<file path="src/rtl/usb_fifo_pkg.sv">
// Shared width helpers for the USB FIFO family.
//   cnt_bits(ratio) : width of the per-entry sub-word count field
//   ptr_bits(abits) : width of a FIFO pointer (one extra bit to tell full from empty)
package usb_fifo_pkg;

    function automatic int unsigned cnt_bits(input int unsigned ratio);
        return (ratio < 2) ? 1 : $clog2(ratio);
    endfunction

    function automatic int unsigned ptr_bits(input int unsigned abits);
        return abits + 1;
    endfunction

endpackage

</file>
<file path="src/rtl/sync_fifo_fwft.sv">
// Generic first-word-fall-through register FIFO with fill level.
// Ports:
//   clock, reset          rising-edge clock, synchronous active-high reset
//   wr_valid_i/wr_ready_o write handshake; wr_ready_o depends on registered state only
//   wr_data_i             write data
//   rd_valid_o            head entry present
//   rd_data_o             head entry (valid the cycle after it is written)
//   rd_pop_i              discard head entry (ignored while empty)
//   level_o               occupied entries, 0..2**ABITS
module sync_fifo_fwft
    import usb_fifo_pkg::*;
#(
    parameter int unsigned DW    = 8,
    parameter int unsigned ABITS = 2
) (
    input  logic             clock,
    input  logic             reset,
    input  logic             wr_valid_i,
    output logic             wr_ready_o,
    input  logic [DW-1:0]    wr_data_i,
    output logic             rd_valid_o,
    output logic [DW-1:0]    rd_data_o,
    input  logic             rd_pop_i,
    output logic [ABITS:0]   level_o
);

    localparam int unsigned DEPTH = 2 ** ABITS;
    localparam int unsigned PW    = ptr_bits(ABITS);

    logic [DW-1:0] mem_q [DEPTH];
    logic [PW-1:0] wr_ptr_q, wr_ptr_d;
    logic [PW-1:0] rd_ptr_q, rd_ptr_d;
    logic          wr_en;
    logic          rd_en;

    // Pointers wrap modulo 2*DEPTH, so the difference is the exact fill level
    // and its top bit is set only when completely full.
    assign level_o    = wr_ptr_q - rd_ptr_q;
    assign wr_ready_o = !reset && !level_o[ABITS];
    assign rd_valid_o = (level_o != '0);
    assign rd_data_o  = mem_q[rd_ptr_q[ABITS-1:0]];

    assign wr_en = wr_valid_i && wr_ready_o;
    assign rd_en = rd_pop_i && rd_valid_o;

    always_comb begin
        wr_ptr_d = wr_ptr_q;
        rd_ptr_d = rd_ptr_q;
        if (wr_en) begin
            wr_ptr_d = wr_ptr_q + PW'(1);
        end
        if (rd_en) begin
            rd_ptr_d = rd_ptr_q + PW'(1);
        end
    end

    always_ff @(posedge clock) begin
        if (reset) begin
            wr_ptr_q <= '0;
            rd_ptr_q <= '0;
        end else begin
            wr_ptr_q <= wr_ptr_d;
            rd_ptr_q <= rd_ptr_d;
        end
    end

    // Storage needs no reset: contents are only visible while level_o != 0.
    always_ff @(posedge clock) begin
        if (wr_en) begin
            mem_q[wr_ptr_q[ABITS-1:0]] <= wr_data_i;
        end
    end

endmodule

</file>
<file path="src/rtl/fifo_ratio_unpack.sv">
// Wide-to-narrow FIFO: buffers wide words of RATIO sub-words and emits them
// one sub-word per handshake, with a per-entry run-time sub-word count.
// Ports:
//   clock, reset   rising-edge clock, synchronous active-high reset
//   valid_i        write request
//   ready_o        FIFO can accept a wide word (registered state only)
//   data_i         wide input word, WIDTH*RATIO bits
//   count_i        valid sub-words minus 1; clamped to RATIO-1 on write
//   valid_o        sub-word available
//   ready_i        consumer accepts sub-word
//   last_o         current sub-word is the final one of its entry
//   data_o         current sub-word
//   level_o        occupied wide entries, 0..2**ABITS
module fifo_ratio_unpack
    import usb_fifo_pkg::*;
#(
    parameter int unsigned WIDTH     = 2,
    parameter int unsigned RATIO     = 16,
    parameter int unsigned ABITS     = 2,
    parameter bit          MSB_FIRST = 1'b0,
    localparam int unsigned CBITS    = cnt_bits(RATIO)
) (
    input  logic                   clock,
    input  logic                   reset,
    input  logic                   valid_i,
    output logic                   ready_o,
    input  logic [WIDTH*RATIO-1:0] data_i,
    input  logic [CBITS-1:0]       count_i,
    output logic                   valid_o,
    input  logic                   ready_i,
    output logic                   last_o,
    output logic [WIDTH-1:0]       data_o,
    output logic [ABITS:0]         level_o
);

    localparam int unsigned           DBITS   = WIDTH * RATIO;
    localparam int unsigned           EW      = CBITS + DBITS;
    localparam logic [CBITS-1:0]      CNT_MAX = CBITS'(RATIO - 1);

    logic [CBITS-1:0] count_clamped;
    logic [EW-1:0]    wr_entry;
    logic [EW-1:0]    rd_entry;
    logic             fifo_valid;
    logic             pop_entry;
    logic             beat;
    logic [CBITS-1:0] rd_count;
    logic [DBITS-1:0] rd_word;
    logic [CBITS-1:0] idx_q, idx_d;
    logic [WIDTH-1:0] slice [RATIO];

    // Clamping only bites when RATIO is not a power of two.
    assign count_clamped = (count_i > CNT_MAX) ? CNT_MAX : count_i;
    assign wr_entry      = {count_clamped, data_i};

    sync_fifo_fwft #(
        .DW    (EW),
        .ABITS (ABITS)
    ) u_fifo (
        .clock      (clock),
        .reset      (reset),
        .wr_valid_i (valid_i),
        .wr_ready_o (ready_o),
        .wr_data_i  (wr_entry),
        .rd_valid_o (fifo_valid),
        .rd_data_o  (rd_entry),
        .rd_pop_i   (pop_entry),
        .level_o    (level_o)
    );

    assign rd_count = rd_entry[EW-1 -: CBITS];
    assign rd_word  = rd_entry[DBITS-1:0];

    // Slice table reordered once so the emit mux is a plain index by idx.
    always_comb begin
        for (int unsigned i = 0; i < RATIO; i++) begin
            if (MSB_FIRST) begin
                slice[i] = rd_word[(RATIO-1-i)*WIDTH +: WIDTH];
            end else begin
                slice[i] = rd_word[i*WIDTH +: WIDTH];
            end
        end
    end

    assign valid_o   = fifo_valid;
    assign last_o    = fifo_valid && (idx_q == rd_count);
    assign data_o    = slice[idx_q];
    assign beat      = fifo_valid && ready_i;
    assign pop_entry = beat && last_o;

    always_comb begin
        idx_d = idx_q;
        if (beat) begin
            idx_d = last_o ? '0 : idx_q + CBITS'(1);
        end
    end

    always_ff @(posedge clock) begin
        if (reset) begin
            idx_q <= '0;
        end else begin
            idx_q <= idx_d;
        end
    end

endmodule

</file>
<file path="config.mk">
export PLATFORM = sky130hd
export DESIGN_NAME = fifo_ratio_unpack
export DESIGN_NICKNAME = d
export VERILOG_FILES = /design/src/rtl/usb_fifo_pkg.sv /design/src/rtl/sync_fifo_fwft.sv /design/src/rtl/fifo_ratio_unpack.sv
export SDC_FILE = /design/constraint.sdc
export NUM_CORES = 1
export LEC_CHECK = 0
export BUFFER_PORTS_ARGS = -buffer_cell sky130_fd_sc_hd__buf_4
export CELL_PAD_IN_SITES_DETAIL_PLACEMENT = 0
export CELL_PAD_IN_SITES_GLOBAL_PLACEMENT = 2
export CORE_MARGIN = 4
export CORE_UTILIZATION = 45
export CTS_CLUSTER_DIAMETER = 100
export DETAILED_ROUTE_END_ITERATION = 8
export HOLD_SLACK_MARGIN = 0.05
export PLACE_DENSITY_LB_ADDON = 0.1
export REMOVE_ABC_BUFFERS = 1
export SYNTH_ARGS = -nofsm -noshare
export SYNTH_HDL_FRONTEND = slang
export SYNTH_SLANG_ARGS = --single-unit
</file>
<file path="constraint.sdc">
create_clock -name clock -period 4.21 [get_ports clock]
set_input_delay 0.842 -clock clock [delete_from_list [all_inputs] [get_ports clock]]
set_output_delay 0.842 -clock clock [all_outputs]
set_load 0.01 [all_outputs]
</file>
Word level (Yosys, flattened, before mapping)

Memory sizes are Yosys's and may differ from the RTL's. A register that Yosys moved wholly into a read port is not among the register bits.
Cells that the tools add are included.
Widths: inputs -> output; s select.

Flip-flop bits (word level): 10
Bits in writable memories: 144
Input port bits: 40
Output and inout bits: 8
Word-level logic and storage cells: 30
Memories: 1

Memories:

| name         | words | width | rd ports | clocked after memory_dff | write ports | RTL line             | RTL |
|---|---|---|---|---|---|---|---|
| u_fifo.mem_q | 4     | 36    | 1        | 1                        | 1           | sync_fifo_fwft.sv:30 | `logic [DW-1:0] mem_q [DEPTH];` |

$add $sub $neg: 4
Order comparisons: 2
Eq/ne operators: 1
Mux-type cells: 9
Bitwise gates (word level): 1
Reductions and logical operators: 9

Operators by type and width:

| cell                | number |
|---|---|
| $bmux 2 s4          | 1 |
| $mux 2              | 4 |
| $mux 4              | 2 |
| $add 3x1->3 const B | 2 |
| $logic_and 1x1->1   | 6 |
| $ge 5x5->1 const B  | 1 |
| $not 4->5           | 1 |
| $add 4x1->4 const B | 1 |
| $eq 4x4->1          | 1 |
| $gt 4x4->1 const B  | 1 |
| $reduce_bool 3->1   | 1 |
| $sub 3x3->3         | 1 |
| $logic_not 1->1     | 2 |
| $mux 1              | 2 |

Depth between registers and ports, before layout

Word-level depth: 7
Gate-level depth with buffers: 8
Depth with buffers taken out: 8

Cells and area by module

Synthesis repeated with hierarchy kept, for this count alone.

Cells, all modules: 293
Area, all modules: 6263.5 um2

Modules (own cells, without submodules):

| module            | times used | cells each | area each (um2) | sequential area each (um2) |
|---|---|---|---|---|
| sync_fifo_fwft    | 1          | 238        | 5654.2          | 4484.3 |
| fifo_ratio_unpack | 1          | 55         | 609.3           | 80.1 |

Least setup slack after synthesis

No wires, ideal clock.

Path kind: reg-to-reg
Start point: register u_fifo.wr_ptr_q[0]
End point: memory u_fifo.mem_q[3][0] (netlist name) (enable)
Library setup time: 398 ps
Arrival: 2979 ps
Required time: 3812 ps
Slack: 833 ps
Cell stages (with the launch flop): 7
Path buffers: 0
Period minus slack after synthesis: 3377 ps
Cell sequence: dfxtp_1 inv_1 ha_1 fa_1 xor3_1 nor3b_1 and2_1

Cells in the longest elaborated chain, start to end: 6

RTL lines:

| item                         | RTL line                | RTL |
|---|---|---|
| from (decl)                  | sync_fifo_fwft.sv:31    | `logic [PW-1:0] wr_ptr_q, wr_ptr_d;` |
| from (signal assigned)       | sync_fifo_fwft.sv:62    | `wr_ptr_q <= wr_ptr_d;` |
| $sub 3x3->3                  | sync_fifo_fwft.sv:38    | `assign level_o = wr_ptr_q - rd_ptr_q;` |
| via level_o[2]               | fifo_ratio_unpack.sv:33 | `output logic [ABITS:0] level_o` |
| $logic_not 1->1              | sync_fifo_fwft.sv:39    | `assign wr_ready_o = !reset && !level_o[ABITS];` |
| $logic_and 1x1->1            | sync_fifo_fwft.sv:39    |  |
| $logic_and 1x1->1            | sync_fifo_fwft.sv:43    | `assign wr_en = wr_valid_i && wr_ready_o;` |
| $mux 1                       | sync_fifo_fwft.sv:69    | `if (wr_en) begin` |
| $mux 1 (implied by the code) | sync_fifo_fwft.sv:70    | `mem_q[wr_ptr_q[ABITS-1:0]] <= wr_data_i;` |
| to (decl)                    | sync_fifo_fwft.sv:30    |  |

The timed path passes the listed nets, and every way through them passes these cells.

==> flow_summary.json <==
{
  "clk_latency_ps": 410,
  "synth_xor_xnor_area_share_pct": 1.23,
  "first_iter_violations": 172,
  "synth-adder-area-share_pct": 1.73,
  "yosys.area_share.simple_pct": 3.78,
  "cap_violations": 0,
  "dr.pass1.iters": 4,
  "start_kind": "register",
  "gp_congestion": 0.660,
  "antennaDiodeCount": 0,
  "skew_ps": 4.77,
  "antenna_found_initial": 0,
  "row_count": 42,
  "timing.slew.headroom_pct": 50.2,
  "dp_hpwl_mm": 7.09,
  "synth_seq_area_share_pct": 73.4,
  "finalSetupTns_ps": 0,
  "p_total_uw": 3430,
  "fillers": 1063,
  "yosysMostFrequentCell": "edfxtp_1",
  "cts_setup_buffers": 0,
  "period_minus_slack_ps": 3540,
  "synth_edf_count": 144,
  "status": "finished clean",
  "synth_area_leaders": "edfxtp_1 69%, mux4_2 10%, mux4_1 5.1%, dfxtp_1 3.9%, ha_1 1.4%",
  "p_leak_uw": 0.00245,
  "cp-end-kind": "primary output",
  "final_core_utilization_pct": 55.4,
  "synth.top_cells.by_count": "144 x edfxtp_1, 28 x mux4_2, 12 x dfxtp_1, 12 x mux4_1, 9 x nand2_1",
  "synth.avg_cell_area_sq_um": 21.1,
  "die_area_sq_mm": 0.0158,
  "cts_root_buf": "clkbuf_16",
  "via_per_inst": 5.34,
  "critPathKind": "register to primary output",
  "synth_top_area_cell": "edfxtp_1",
  "finalSetupViolCount": 0,
  "seq_area_sq_mm": 0.00457,
  "htreeDepth": 4,
  "hold_buffers": 0,
  "drtAntennaViolNets": 0,
  "grt.overflow.total": 0,
  "clk_pin_slew_ps": 60,
  "syn-cell-area_sq_mm": 0.00622,
  "max_freq_mhz": 283,
  "grt_pass1_vias": 3150,
  "yosysWarningCount": 0,
  "core_sq_mm": 0.0134,
  "cts.repair.resized": 0,
  "wl_per_cell_um": 20.4,
  "power_density_mw_per_mm2": 461,
  "multi_input_area_sq_mm": 0.00157,
  "fin_ws_ps": 670,
  "final_net_count": 404,
  "async_flop_share_pct": 0,
  "worstMarginPinSlew_ps": 743,
  "drc": 0,
  "die_x_um": 126,
  "finalHoldViolCount": 0,
  "critical_path.max_fanout": 20,
  "grt_max_degree": 37,
  "period_share_pct": 84.1,
  "synth_top_family_by_area": "multiplexers",
  "grt_first_pass_wirelength_mm": 17.5,
  "io_buffers": 47,
  "areaGrowthSynthToFinish_pct": 19.3,
  "synth-main-ff-cell": "edfxtp_1",
  "floorplan.initialDensity_pct": 46.4,
  "cts_buffer_depth": 2,
  "final_max_slew_viol_count": 0,
  "cts.sinks": 156,
  "vias": 2908,
  "num_io_pins": 48,
  "synth.area.mux_share_pct": 16.5,
  "synth_cells": 295,
  "yosysUniqueCellTypes": 40,
  "synth_compound_gate_area_share_pct": 1.91,
  "rsz0062_at_grt": "false",
  "cts_tree": "yes",
  "track_usage_pct": 14.9,
  "synth_top_area_share_pct": 69.5,
  "numCtsBuffers": 17,
  "wl_mm": 11.1,
  "cp.required_ps": 3370,
  "dieHeight_um": 126,
  "arrival_ps": 2700,
  "hold_class": "register to register",
  "drive_above_1_share_pct": 33.1,
  "dp_slack_ps": 923,
  "ir_drop_mv": 0.314,
  "synth_seq_cells": 156
}
-- where the power goes --
group / internal [uW] / leakage [uW] / switching, uW / total, uW
clock: 928 / 0.000280 / 561 / 1490
sequential: 1740 / 0.00141 / 17.4 / 1750
combinational: 90.4 / 0.000765 / 91.0 / 181
total: 2760 / 0.00245 / 670 / 3430
-- through the flow --
stage | cells | hold WS [ps] | area (sq um)
after floorplan | 282 | 495 | 6150
after global placement | 513 | 524 | 6840
after detailed placement | 513 | 534 | 6840
after CTS | 545 | 553 | 7420
after global routing | 545 | 594 | 7420
final | 545 | 544 | 7420
-- area by class of cell --
type	count	share of cell area [%]
Inverter	5	0.253
Tap cell	176	2.97
Clock buffer	20	5.88
Clock inverter	12	1.96
Sequential cell	156	61.5
Timing Repair Buffer	55	6.24
Multi-Input combinational cell	121	21.2
-- registers in the layout, summed over array words and instances, names as in the netlist, named ones only --
signal / cells
u_fifo.mem_q: 144
idx_q: 4
u_fifo.rd_ptr_q: 3
u_fifo.wr_ptr_q: 3
-- kinds of logic after synthesis --
group           Yosys count
compound gates           19
xor+xnor                  7
fa+ha+maj                 8
buf+inv                  18
flops                   156
mux                      48
simple gates             39
-- layer usage --
metal  track usage, %  vias up  part of all wire [%]
met4             4.40        0                   1.1
met1             18.8     1504                    44
li1                 -     1345                     -
met5                0        -                     0
met3             4.48        9                   2.8
met2             25.1       50                    53
-- critical path, cell delays in order, from the launching register on --
cell	delay, ps
dfxtp_2	580
buf_12	240
mux4_1	550
mux4_2	480
a22oi_1	190
nand2_1	90
buf_4	150
-- placed cells by master (no fill, tap or decap), drive strengths merged --
| cell | synthesis | final |
|---|---|---|
| a211oi | 2 | 2 |
| a21oi | 5 | 5 |
| a22oi | 2 | 2 |
| a31oi | 1 | 1 |
| and2 | 4 | 4 |
| buf | 6 | 55 |
| bufinv | 0 | 3 |
| clkbuf | 7 | 20 |
| clkinv | 0 | 5 |
| clkinvlp | 0 | 2 |
| dfxtp | 12 | 12 |
| edfxtp | 144 | 144 |
| fa | 1 | 1 |
| ha | 7 | 7 |
| inv | 5 | 7 |
| mux2 | 3 | 3 |
| mux2i | 5 | 5 |
| mux4 | 40 | 40 |
| nand2 | 9 | 9 |
| nand2b | 2 | 2 |
| nand3 | 3 | 3 |
| nand3b | 2 | 2 |
| nand4 | 2 | 2 |
| nor2 | 7 | 7 |
| nor2b | 5 | 5 |
| nor3 | 1 | 1 |
| nor3b | 2 | 2 |
| o21ai | 4 | 4 |
| o221ai | 2 | 2 |
| o22ai | 2 | 2 |
| o31ai | 1 | 1 |
| or2 | 1 | 1 |
| or4b | 1 | 1 |
| xnor2 | 6 | 6 |
| xor3 | 1 | 1 |
-- worst paths after layout --
kind	startpoint	to	slack, ps	cells after the start
setup reg to reg	u_fifo.wr_ptr_q[0]$_SDFFE_PP0P_	u_fifo.mem_q[2][14]$_DFFE_PP_	960	7
setup / recovery	register	data_o[1]	670	6
hold reg to reg	u_fifo.rd_ptr_q[1]$_SDFFE_PP0P_	register	540	2
hold / removal	u_fifo.rd_ptr_q[1]$_SDFFE_PP0P_	register	540	2
Power figures use the tool's default switching activity.
